$ cat src/rtl/shift_amt_unit.sv
// shift_amt_unit
// Multicycle shift/rotate unit with an integrated shift-amount source
// selector. On an accepted start it captures the operand, the amount and
// the operation, then shifts by up to STEP positions per cycle until the
// captured amount is used up. Completion is a single-cycle done pulse.
//
// Handshake: start is a request that is only looked at in IDLE. The
// operation is accepted on the rising edge where start=1 and the unit is
// in IDLE. busy is high for every SHIFT cycle. done is high for exactly
// one cycle (DONE) after the last shift step. busy and done are never high
// together. A start seen in SHIFT or DONE is dropped, never queued.
module shift_amt_unit #(
  parameter int WIDTH     = 32,
  parameter int STEP      = 1,
  parameter int CONST_AMT = 16,
  parameter int AMT_W     = $clog2(WIDTH)
) (
  input  logic             clk,
  input  logic             reset,
  input  logic             start,
  input  logic [2:0]       mode,
  input  logic [1:0]       amt_sel,
  input  logic [WIDTH-1:0] amt_in_1,
  input  logic [WIDTH-1:0] amt_in_2,
  input  logic [WIDTH-1:0] amt_in_3,
  input  logic [WIDTH-1:0] data_in,
  output logic [WIDTH-1:0] result,
  output logic [AMT_W-1:0] amt_out,
  output logic             busy,
  output logic             done,
  output logic [1:0]       state_dbg
);

  typedef enum logic [1:0] {
    ST_IDLE  = 2'd0,
    ST_SHIFT = 2'd1,
    ST_DONE  = 2'd2
  } state_t;

  localparam logic [2:0] MODE_SLL = 3'b000;
  localparam logic [2:0] MODE_SRL = 3'b001;
  localparam logic [2:0] MODE_SRA = 3'b010;
  localparam logic [2:0] MODE_ROL = 3'b011;
  localparam logic [2:0] MODE_ROR = 3'b100;

  // STEP may equal WIDTH, which needs one bit more than an amount.
  localparam logic [AMT_W:0]   STEP_V  = (AMT_W+1)'(STEP);
  localparam logic [AMT_W-1:0] CONST_V = AMT_W'(CONST_AMT);

  state_t             state;
  state_t             state_nxt;
  logic [2:0]         mode_q;
  logic [AMT_W-1:0]   cnt;
  logic [AMT_W-1:0]   sel_amt;
  logic [AMT_W-1:0]   accept_amt;
  logic [AMT_W:0]     cnt_ext;
  logic [AMT_W:0]     step_amt;
  logic               last_step;
  logic [2*WIDTH-1:0] rot_l;
  logic [2*WIDTH-1:0] rot_r;
  logic [WIDTH-1:0]   shifted;
  logic               accept;

  assign accept    = (state == ST_IDLE) && start;
  assign state_dbg = state;

  // Amount source selection; pass-through modes force the amount to zero.
  always_comb begin
    sel_amt = '0;
    case (amt_sel)
      2'b00:   sel_amt = amt_in_1[AMT_W-1:0];
      2'b01:   sel_amt = amt_in_2[AMT_W-1:0];
      2'b10:   sel_amt = amt_in_3[AMT_W-1:0];
      default: sel_amt = CONST_V;
    endcase
    accept_amt = (mode > MODE_ROR) ? '0 : sel_amt;
  end

  // Per-cycle step size s = min(STEP, cnt) and the last-step condition.
  always_comb begin
    cnt_ext   = {1'b0, cnt};
    last_step = (cnt_ext <= STEP_V);
    step_amt  = last_step ? cnt_ext : STEP_V;
  end

  // One step of the latched operation applied to the current result.
  // Rotations use a doubled copy so that a step of 0 needs no special case.
  always_comb begin
    rot_l   = {result, result} << step_amt;
    rot_r   = {result, result} >> step_amt;
    shifted = result;
    case (mode_q)
      MODE_SLL: shifted = result << step_amt;
      MODE_SRL: shifted = result >> step_amt;
      MODE_SRA: shifted = $signed(result) >>> step_amt;
      MODE_ROL: shifted = rot_l[2*WIDTH-1:WIDTH];
      MODE_ROR: shifted = rot_r[WIDTH-1:0];
      default:  shifted = result;
    endcase
  end

  // State register.
  always_ff @(posedge clk or negedge reset) begin
    if (!reset) state <= ST_IDLE;
    else        state <= state_nxt;
  end

  // Next-state logic: the SHIFT step that consumes the last cnt goes to DONE.
  always_comb begin
    state_nxt = state;
    case (state)
      ST_IDLE:  if (start) state_nxt = ST_SHIFT;
      ST_SHIFT: if (last_step) state_nxt = ST_DONE;
      ST_DONE:  state_nxt = ST_IDLE;
      default:  state_nxt = ST_IDLE;
    endcase
  end

  // Status outputs decoded from the state.
  always_comb begin
    busy = 1'b0;
    done = 1'b0;
    case (state)
      ST_SHIFT: busy = 1'b1;
      ST_DONE:  done = 1'b1;
      default:  ;
    endcase
  end

  // Datapath: capture on accept, shift while in SHIFT, hold otherwise.
  always_ff @(posedge clk or negedge reset) begin
    if (!reset) begin
      result  <= '0;
      amt_out <= '0;
      cnt     <= '0;
      mode_q  <= '0;
    end else if (accept) begin
      result  <= data_in;
      amt_out <= accept_amt;
      cnt     <= accept_amt;
      mode_q  <= mode;
    end else if (state == ST_SHIFT) begin
      result  <= shifted;
      cnt     <= cnt - step_amt[AMT_W-1:0];
    end
  end

  // Upper amount bits are ignored by definition; step_amt never exceeds cnt.
  logic unused_bits;
  assign unused_bits = ^{amt_in_1[WIDTH-1:AMT_W], amt_in_2[WIDTH-1:AMT_W],
                         amt_in_3[WIDTH-1:AMT_W], step_amt[AMT_W],
                         rot_l[WIDTH-1:0], rot_r[2*WIDTH-1:WIDTH]};

endmodule

$ cat config.mk
export PLATFORM = sky130hd
export DESIGN_NAME = shift_amt_unit
export DESIGN_NICKNAME = d
export VERILOG_FILES = /design/src/rtl/shift_amt_unit.sv
export SDC_FILE = /design/constraint.sdc
export NUM_CORES = 1
export LEC_CHECK = 0
export ABC_AREA = 1
export BUFFER_PORTS_ARGS = -buffer_cell sky130_fd_sc_hd__clkbuf_2
export CORE_UTILIZATION = 46
export DETAILED_ROUTE_END_ITERATION = 16
export GPL_TIMING_DRIVEN = 0
export PLACE_DENSITY = 0.79
export SYNTH_ARGS = -nofsm -noshare
export SYNTH_HDL_FRONTEND = slang
export SYNTH_SLANG_ARGS = --single-unit
$ cat constraint.sdc
create_clock -name clk -period 1.7 [get_ports clk]
set_input_delay 0.34 -clock clk [delete_from_list [all_inputs] [get_ports clk]]
set_output_delay 0.34 -clock clk [all_outputs]
set_load 0.05 [all_outputs]
---- Word level (Yosys, flattened, before mapping) ----
Index checks and enable logic that the tools add are counted.
operators by class
  $add $sub $neg .......................... 1
  multiply operators ...................... 0
  div/mod/pow operators ................... 0
  order comparisons ....................... 2
  eq/ne operators ......................... 10
  shifts and indexed selects .............. 5
  multiplexer cells ....................... 13
  bitwise operators ....................... 0
  reductions and logical operators ........ 8
operators by type and width
  kind                                                                   count
  32-bit case mux with 5 select lines                                    1
  32-bit 2-to-1 mux                                                      2
  64-bit by 5-bit << shifter with 64-bit output                          1
  64-bit by 5-bit right shift with 32-bit output                         1
  32-bit by 5-bit << shifter with 32-bit output                          1
  32-bit by 5-bit right shift with 32-bit output                         1
  32-bit by 5-bit >>> shifter with 32-bit output                         1
  5-bit 2-to-1 mux                                                       4
  5-bit case mux with 3 select lines                                     1
  3-bit by 2-bit equality test with 1-bit output, second input constant  2
  6-bit nonzero test                                                     1
  5-bit by 1-bit <= comparator with 1-bit output, second input constant  1
  5-bit subtractor                                                       1
  2-bit by 1-bit equality test with 1-bit output, second input constant  2
  2-bit equality test, second input constant                             2
  2-bit logical NOT                                                      2
  2-bit 2-to-1 mux                                                       2
  2-bit != test, second input constant                                   2
  2-bit case mux with 2 select lines                                     1
  2-bit AND reduction                                                    2
  3-bit by 1-bit equality test with 1-bit output, second input constant  1
  3-bit equality test, second input constant                             1
  3-bit > comparator, second input constant                              1
  3-bit logical NOT                                                      1
  3 further kinds                                                        4
word-level totals
  register bits ........................... 47
  bits in latches ......................... 0
  bits in writable memories ............... 0
  bits in read-only memories .............. 0
  bits of input ports ..................... 136
  output and inout port bits .............. 41
  logic and storage cells ................. 44
  memories ................................ 0

---- Longest topological paths before layout ----
Gate-level depths: netlist of the first run.
  depth after elaboration ................. 6
  mapped depth ............................ 9

---- Worst setup path before layout of the first run ----
OpenSTA, ideal clock, no wires.
  kind .................................... flip-flop to flip-flop
  start point ............................. register state[0] (netlist: state_dbg[0])
  end point ............................... register result[10]
  library setup time ...................... 0.123 ns
  arrival ................................. 1.911 ns
  required time ........................... 1.577 ns
  slack ................................... -0.334 ns
  cell stages (with the launch flop) ...... 9
  path buffers ............................ 1
  clock period less this slack ............ 2.034 ns
  cell sequence ........................... dfrtp_1 inv_2 nor2_2 inv_1 nand2_2 nand2_2 buf_2 a21oi_1 a21oi_1
between the ends
  word-level cells in the longest chain between the ends .. 4
  elaborated cells on any way between the ends .. 7
RTL lines
  item                                                                              RTL line  RTL
  start: declaration                                                                50        state_t state;
  start signal: assignment                                                          105       else state <= state_nxt;
  2-bit logical NOT                                                                 64        assign accept = (state == ST_IDLE) && start;
  1-bit logical AND                                                                 64
  6-bit nonzero test (no source line) / 2-bit nonzero test (equally long branches)  n/a
  2-bit AND reduction (no source line)                                              n/a
  end signal: assignment                                                            138       result <= data_in;
  end signal: assignment                                                            143       result <= shifted;
  end: declaration                                                                  27        output logic [WIDTH-1:0] result,
Several ways; a longest one is shown, not always the timed one.
A chain may end at the register's enable or synchronous reset.

---- Worst setup path after layout of the first run ----
  start point ............................. register state[0] (netlist: state_dbg[0])
  end point ............................... register cnt[0]
between the ends
  word-level cells in the longest chain between the ends .. 3
  elaborated cells on any way between the ends .. 5
RTL lines
  item                                                           RTL line  RTL
  2-bit logical NOT                                              64
  1-bit logical AND                                              64
  5-bit 2-to-1 mux / 2-bit nonzero test (equally long branches)  n/a
  end signal: assignment                                         140       cnt <= accept_amt;
  end signal: assignment                                         144       cnt <= cnt - step_amt[AMT_W-1:0];
  end: declaration                                               53        logic [AMT_W-1:0] cnt;
Several ways; a longest one is shown, not always the timed one.

==> results.py, run 1 <==
metrics = {
    "clock_tree": {
        "clk_path_buf_depth": 2,
        "cts_buffers": 5,
        "clock-sinks": 47,
        "cts_tree": "built",
        "root_buffer": "clkbuf_8",
        "insertion_delay_ns": 0.30,
        "htree_levels": 2,
        "path_clk_slew_ns": 0.09,
    },
    "setup_path": {
        "path_cells": "inv_2 -> nand3_4 -> inv_2 -> buf_2 -> nand3_1 -> a31oi_1",
        "cp.arrival_ns": 1.82,
        "cp-start-kind": "flip-flop",
        "slowest_stage": "dfrtp_2",
        "required_ns": 1.92,
        "cp_max_fo": 10,
        "crit_type": "flip-flop to flip-flop",
        "cp-end-kind": "flip-flop",
        "max_stage_delay_ns": 0.45,
        "cpMostUsedCell": "inv_2",
    },
    "detailed_routing": {
        "firstDrtPassIters": 5,
        "vias": 3711,
        "ant_nets": 0,
        "wirelength_um": 8970,
        "vias_per_cell": 5.18,
        "initialDrtViolationCount": 170,
        "drcViolationCount": 0,
        "wl_per_cell_um": 12.5,
    },
    "sta": {
        "max_slew.worst_pin.slew_ns": 0.480,
        "slew_headroom_pct": 67.7,
        "final.setup.tns_ns": 0,
        "final_max_slew_viol_count": 0,
        "setup_violations": 0,
        "hold_viol": 0,
        "period_share_pct": 94.4,
        "max_freq_ghz": 0.623,
        "fin_worst_skew_ns": 0.00881,
        "min_period_ns": 1.61,
    },
    "synthesis": {
        "synth_area_sq_um": 3280,
        "ys_ff_latch": 47,
        "ys_types": 23,
        "avgSynthCellArea_sq_um": 6.41,
        "syn_nets": 649,
        "ys_warn_count": 0,
        "ys_seq_area_share_pct": 35.9,
        "netlist_instances": 512,
    },
    "finish": {
        "final_area_sq_um": 4050,
        "nFillCells": 686,
        "final_cell_mix": "nand2_1, a21oi_1, clkbuf_2, dfrtp_1, inv_1",
        "final_common_cell": "nand2_1",
        "finalNetCount": 756,
        "final_cells": 716,
        "final_layout_size_suffix_gt1_share_pct": 25.2,
        "antennaDiodeCount": 0,
        "regArea_sq_um": 1180,
        "multi_input_area_sq_um": 1780,
        "postLayoutCoreUtil_pct": 59.2,
        "area_growth_pct": 23.4,
    },
    "power": {
        "power_frac_seq_pct": 20.3,
        "switchingPower_uw": 6570,
        "switching_share_pct": 59.3,
        "power.internal_uw": 4520,
        "leakage_uw": 0.00234,
        "clock_power_share_pct": 6.1,
        "ir_worst_vdd_v": 0.00141,
        "combPwrFrac_pct": 73.6,
        "report.power.total_uw": 11100,
        "powerDensity_nw_per_um2": 2740,
    },
    "placed_design": {
        "dp_hpwl_um": 6570,
        "io_buffers": 95,
        "placedInstanceArea_sq_um": 3880,
        "gp_congestion": 0.874,
        "placed_cells": 703,
    },
    "global_routing": {
        "grt_pass1_vias": 3350,
        "grt_pass1_wl_um": 14700,
        "globalRouteOverflowTotal": 0,
        "grt_max_degree": 48,
        "antenna_found_initial": 0,
        "gr-usage-all-layers_pct": 24.2,
    },
    "status": {
        "outcome": "completed",
    },
    "die": {
        "core_sq_um": 6830,
        "start_util_pct": 48.0,
        "placementRows": 30,
        "die_y_um": 86.4,
        "pin_count": 177,
        "die_area_sq_um": 7470,
        "die_width_um": 86.4,
    },
    "flow_run": {
        "cap_violations": 0,
    },
    "min_path": {
        "hold_class": "primary input to flip-flop",
    },
}
==> cells by family (layout without fill, tap and decap cells) <==
family / after synthesis / in the layout / synth area share (%)
AND/OR/NAND/NOR: 252 / 252 / 32.2
AO/OA/AOI/OAI: 136 / 136 / 21.0
buffers and inverters: 76 / 184 / 10.5
flip-flops: 47 / 47 / 35.9
adder cells (fa/ha/maj): 1 / 1 / 0.381
==> flip-flops by register name, indices dropped and copies added, names as in the netlist <==
signal and cells:
state_dbg 2, amt_out 5, cnt 5, mode_q 3, result 32
==> layer usage <==
layer | up-vias | share of wire (%) | wire length, um | GRT usage, %
met2 | 153 | 47 | 4220 | 40.3
met5 | - | 0 | 0 | 0
met1 | 1687 | 46 | 4090 | 33.6
met3 | 9 | 6.5 | 587 | 3.05
li1 | 1862 | - | - | -
met4 | 0 | 0.75 | 67 | 6.06
==> power groups by stage <==
| stage | Clock (uW) | Combinational (uW) | Sequential (uW) |
|---|---|---|---|
| floorplan | 0 | 4690 | 3790 |
| global placement | 0 | 7820 | 2240 |
| detailed placement | 0 | 7950 | 2260 |
| CTS | 693 | 7980 | 2240 |
| global route | 715 | 9080 | 2330 |
| finish | 677 | 8160 | 2250 |
==> per-stage QoR <==
step | worst slack (ns) | hold slack [ns]
6_report | 0.0948 | 0.276
5_1_grt | -0.0229 | 0.300
4_1_cts | 0.0337 | 0.272
3_3_place_gp | 0.0883 | 0.469
3_5_place_dp | 0.0300 | 0.469
2_1_floorplan | 0.0273 | 0.0444
==> timing repair <==
| item | 4_1_cts | 5_1_grt |
|---|---|---|
| hold endpoints to repair | 0 | 12 |
| pin swaps | 0 | 1 |
| endpoints found under the setup margin | 1 | 33 |
| buffers inserted | 0 | 3 |
| gates resized for setup | 1 | 19 |
| hold buffers | 0 | 1 |
==> worst paths after layout <==
path	depth (start not counted)	startpoint	to	slack, ns
min in group asynchronous	2	reset	result[6]$_DFFE_PN0P_	0.47
worst max-delay path	6	state_dbg[0]$_DFFE_PN0P_	cnt[0]$_DFFE_PN0P_	0.09
worst min register to register	2	amt_out[0]$_DFFE_PN0P_	amt_out[0]$_DFFE_PN0P_	0.49
worst max register to register	6	state_dbg[0]$_DFFE_PN0P_	cnt[0]$_DFFE_PN0P_	0.09
worst min-delay path	3	mode[2]	mode_q[2]$_DFFE_PN0P_	0.28
max in group asynchronous	3	reset	state_dbg[0]$_DFFE_PN0P_	0.71
==> critical path, delay by kind of cell, from the launching register on <==
family | cells | cell delay, ns
compound gates | 1 | 0.20
flops | 1 | 0.45
simple gates | 2 | 0.31
buf+inv | 3 | 0.56
==> cells in the mapped netlist <==
cell type / instances / area share [%]
nand4_1: 2 / 0.38
inv_1: 41 / 4.7
nand2_1: 201 / 23
o21ai_0: 6 / 0.92
nor3_1: 1 / 0.15
ha_1: 1 / 0.38
a21oi_1: 125 / 19
nand3_1: 23 / 3.5
nor2_4: 3 / 1.0
a22oi_1: 1 / 0.23
nor2_1: 13 / 1.5
nand3_2: 2 / 0.61
nand2_2: 3 / 0.57
buf_4: 4 / 0.92
buf_2: 12 / 1.8
o21a_1: 1 / 0.23
nor2_2: 2 / 0.38
a31oi_1: 3 / 0.57
inv_2: 5 / 0.57
nand3_4: 2 / 1.1
clkbuf_1: 10 / 1.1
buf_6: 4 / 1.4
dfrtp_1: 47 / 36
==> cell type report <==
type / count / area share (%)
multi-input combinational: 389 / 43.9
sequential: 47 / 29.1
timing repair buffer: 100 / 13.0
buffer: 30 / 4.70
inverter: 46 / 4.27
tap: 96 / 2.97
clock buffer: 5 / 1.70
clock inverter: 3 / 0.371
(Power assumes the default switching activity.)
==> inputs of run 2 (changes only) <==
--- a/config.mk
+++ b/config.mk
@@ -10,7 +10,7 @@
 export CORE_UTILIZATION = 46
 export DETAILED_ROUTE_END_ITERATION = 16
 export GPL_TIMING_DRIVEN = 0
-export PLACE_DENSITY = 0.79
+export PLACE_DENSITY = 0.92
 export SYNTH_ARGS = -nofsm -noshare
 export SYNTH_HDL_FRONTEND = slang
 export SYNTH_SLANG_ARGS = --single-unit
==> results.py, run 2 (synthesis results as in run 1) <==
metrics = {
    "detailed_routing": {
        "initialDrtViolationCount": 254,
        "wl_per_cell_um": 13.0,
        "ant_nets": 0,
        "drcViolationCount": 0,
        "vias": 3730,
        "wirelength_um": 9240,
        "firstDrtPassIters": 5,
        "vias_per_cell": 5.25,
    },
    "sta": {
        "slew_headroom_pct": 18.1,
        "setup_violations": 0,
        "final_max_slew_viol_count": 0,
        "rsz0062_at_grt": "no",
        "hold_viol": 0,
        "final.setup.tns_ns": 0,
        "fin_worst_skew_ns": 0.00799,
        "max_freq_ghz": 0.620,
        "period_share_pct": 94.9,
        "max_slew.worst_pin.slew_ns": 1.23,
        "finalWorstSetupSlack_ns": 0.0875,
        "min_period_ns": 1.61,
        "whs_ns": 0.244,
    },
    "power": {
        "report.power.total_uw": 11100,
        "powerDensity_nw_per_um2": 2780,
        "leakage_uw": 0.00231,
        "ir_worst_vdd_v": 0.00111,
    },
    "die": {
        "die_width_um": 86.4,
        "pin_count": 177,
        "placementRows": 30,
        "start_util_pct": 48.0,
        "core_sq_um": 6830,
        "die_y_um": 86.4,
        "die_area_sq_um": 7470,
    },
    "finish": {
        "top_register": "result",
        "largestRegisters": "result x32, amt_out x5, cnt x5",
        "final_area_sq_um": 4000,
        "final_layout_size_suffix_gt1_share_pct": 24.6,
        "final_common_cell": "nand2_1",
        "largest_register_ffs": 32,
        "finalNetCount": 751,
        "antennaDiodeCount": 0,
        "area_growth_pct": 21.8,
        "final_cell_mix": "nand2_1, a21oi_1, clkbuf_2, dfrtp_1, inv_1",
    },
    "setup_path": {
        "crit_type": "flip-flop to flip-flop",
        "cp-end-kind": "flip-flop",
        "cp.arrival_ns": 1.83,
        "required_ns": 1.91,
        "cp_max_fo": 10,
        "cp-start-kind": "flip-flop",
    },
    "global_routing": {
        "antenna_found_initial": 0,
        "gr-usage-all-layers_pct": 25.2,
        "grt_pass1_vias": 3382,
        "grt_pass1_wl_um": 15000,
        "grt_max_degree": 48,
        "globalRouteOverflowTotal": 0,
    },
    "placed_design": {
        "gp_congestion": 0.854,
        "dp_hpwl_um": 6790,
        "placedInstanceArea_sq_um": 3880,
        "place_ws_ns": 0.0598,
        "io_buffers": 95,
    },
    "clock_tree": {
        "clk_path_buf_depth": 2,
        "holdBufCountCts": 0,
        "root_buffer": "clkbuf_8",
        "cts_buffers": 5,
        "cts_tree": "built",
        "insertion_delay_ns": 0.32,
        "path_clk_slew_ns": 0.09,
        "htree_levels": 2,
        "clock-sinks": 47,
    },
    "min_path": {
        "hold_class": "primary input to flip-flop",
    },
    "flow_run": {
        "cap_violations": 0,
    },
    "status": {
        "outcome": "completed",
    },
}
## run 2: cell count changes in the layout (fill, tap and decap cells not counted), sizes merged
| cell | delta |
|---|---|
| buf | -3 |
| clkinv | -2 |
| clkbuf | +1 |
| dlygate4sd3 | -1 |
## run 2: area by class of cell
class                           instances  area, sq um
Fill cell                             686         2840
Multi-Input combinational cell        389         1770
Sequential cell                        47         1180
Timing Repair Buffer                   95          475
Buffer                                 30          185
Inverter                               46          173
Tap cell                               96          120
Clock buffer                            7         86.3
Clock inverter                          1         5.00
## run 2: path summary, 6_finish.rpt
kind	endpoint	slack (ns)	from	depth (start not counted)
max reg2reg	result[20]$_DFFE_PN0P_	0.09	state_dbg[0]$_DFFE_PN0P_	7
max	result[20]$_DFFE_PN0P_	0.09	state_dbg[0]$_DFFE_PN0P_	7
max in group asynchronous	state_dbg[0]$_DFFE_PN0P_	0.62	reset	1
min reg2reg	amt_out[1]$_DFFE_PN0P_	0.50	amt_out[1]$_DFFE_PN0P_	2
min	mode_q[1]$_DFFE_PN0P_	0.24	mode[1]	3
min in group asynchronous	result[22]$_DFFE_PN0P_	0.27	reset	1
## run 2: per-layer routing
| metal | up-vias | part of all wire [%] | track usage, % |
|---|---|---|---|
| li1 | 1858 | - | - |
| met1 | 1689 | 43 | 32.4 |
| met2 | 176 | 48 | 43.7 |
| met3 | 7 | 8.5 | 5.62 |
| met4 | 0 | 0.74 | 5.00 |
| met5 | - | 0 | 0 |
## run 2: critical path, stage by stage (launching register included)
cell and delay, ns:
dfrtp_2 0.46, inv_2 0.11, nand3_4 0.11, inv_2 0.18, clkbuf_1 0.39, a21oi_1 0.09
nand2_1 0.10, a21oi_1 0.06
## run 2: power breakdown
| part | leakage (uW) | internal [uW] | switching, uW | total, uW |
|---|---|---|---|---|
| logic | 0.00171 | 2420 | 5690 | 8100 |
| clock network | 0.0000482 | 329 | 411 | 741 |
| registers | 0.000546 | 1750 | 507 | 2250 |
## run 2: timing repair
| item | CTS | global route |
|---|---|---|
| endpoints found under the setup margin | 0 | 32 |
| buffers inserted | 0 | 0 |
| resized for setup | 0 | 18 |
## run 2: per-stage QoR
| stage | cells | util, % |
|---|---|---|
| 2_1_floorplan | 512 | - |
| 5_1_grt | 711 | 58.5 |
| 6_report | 711 | 58.5 |
| 3_3_place_gp | 703 | 56.8 |
| 3_5_place_dp | 703 | 56.8 |
| 4_1_cts | 711 | 58.2 |
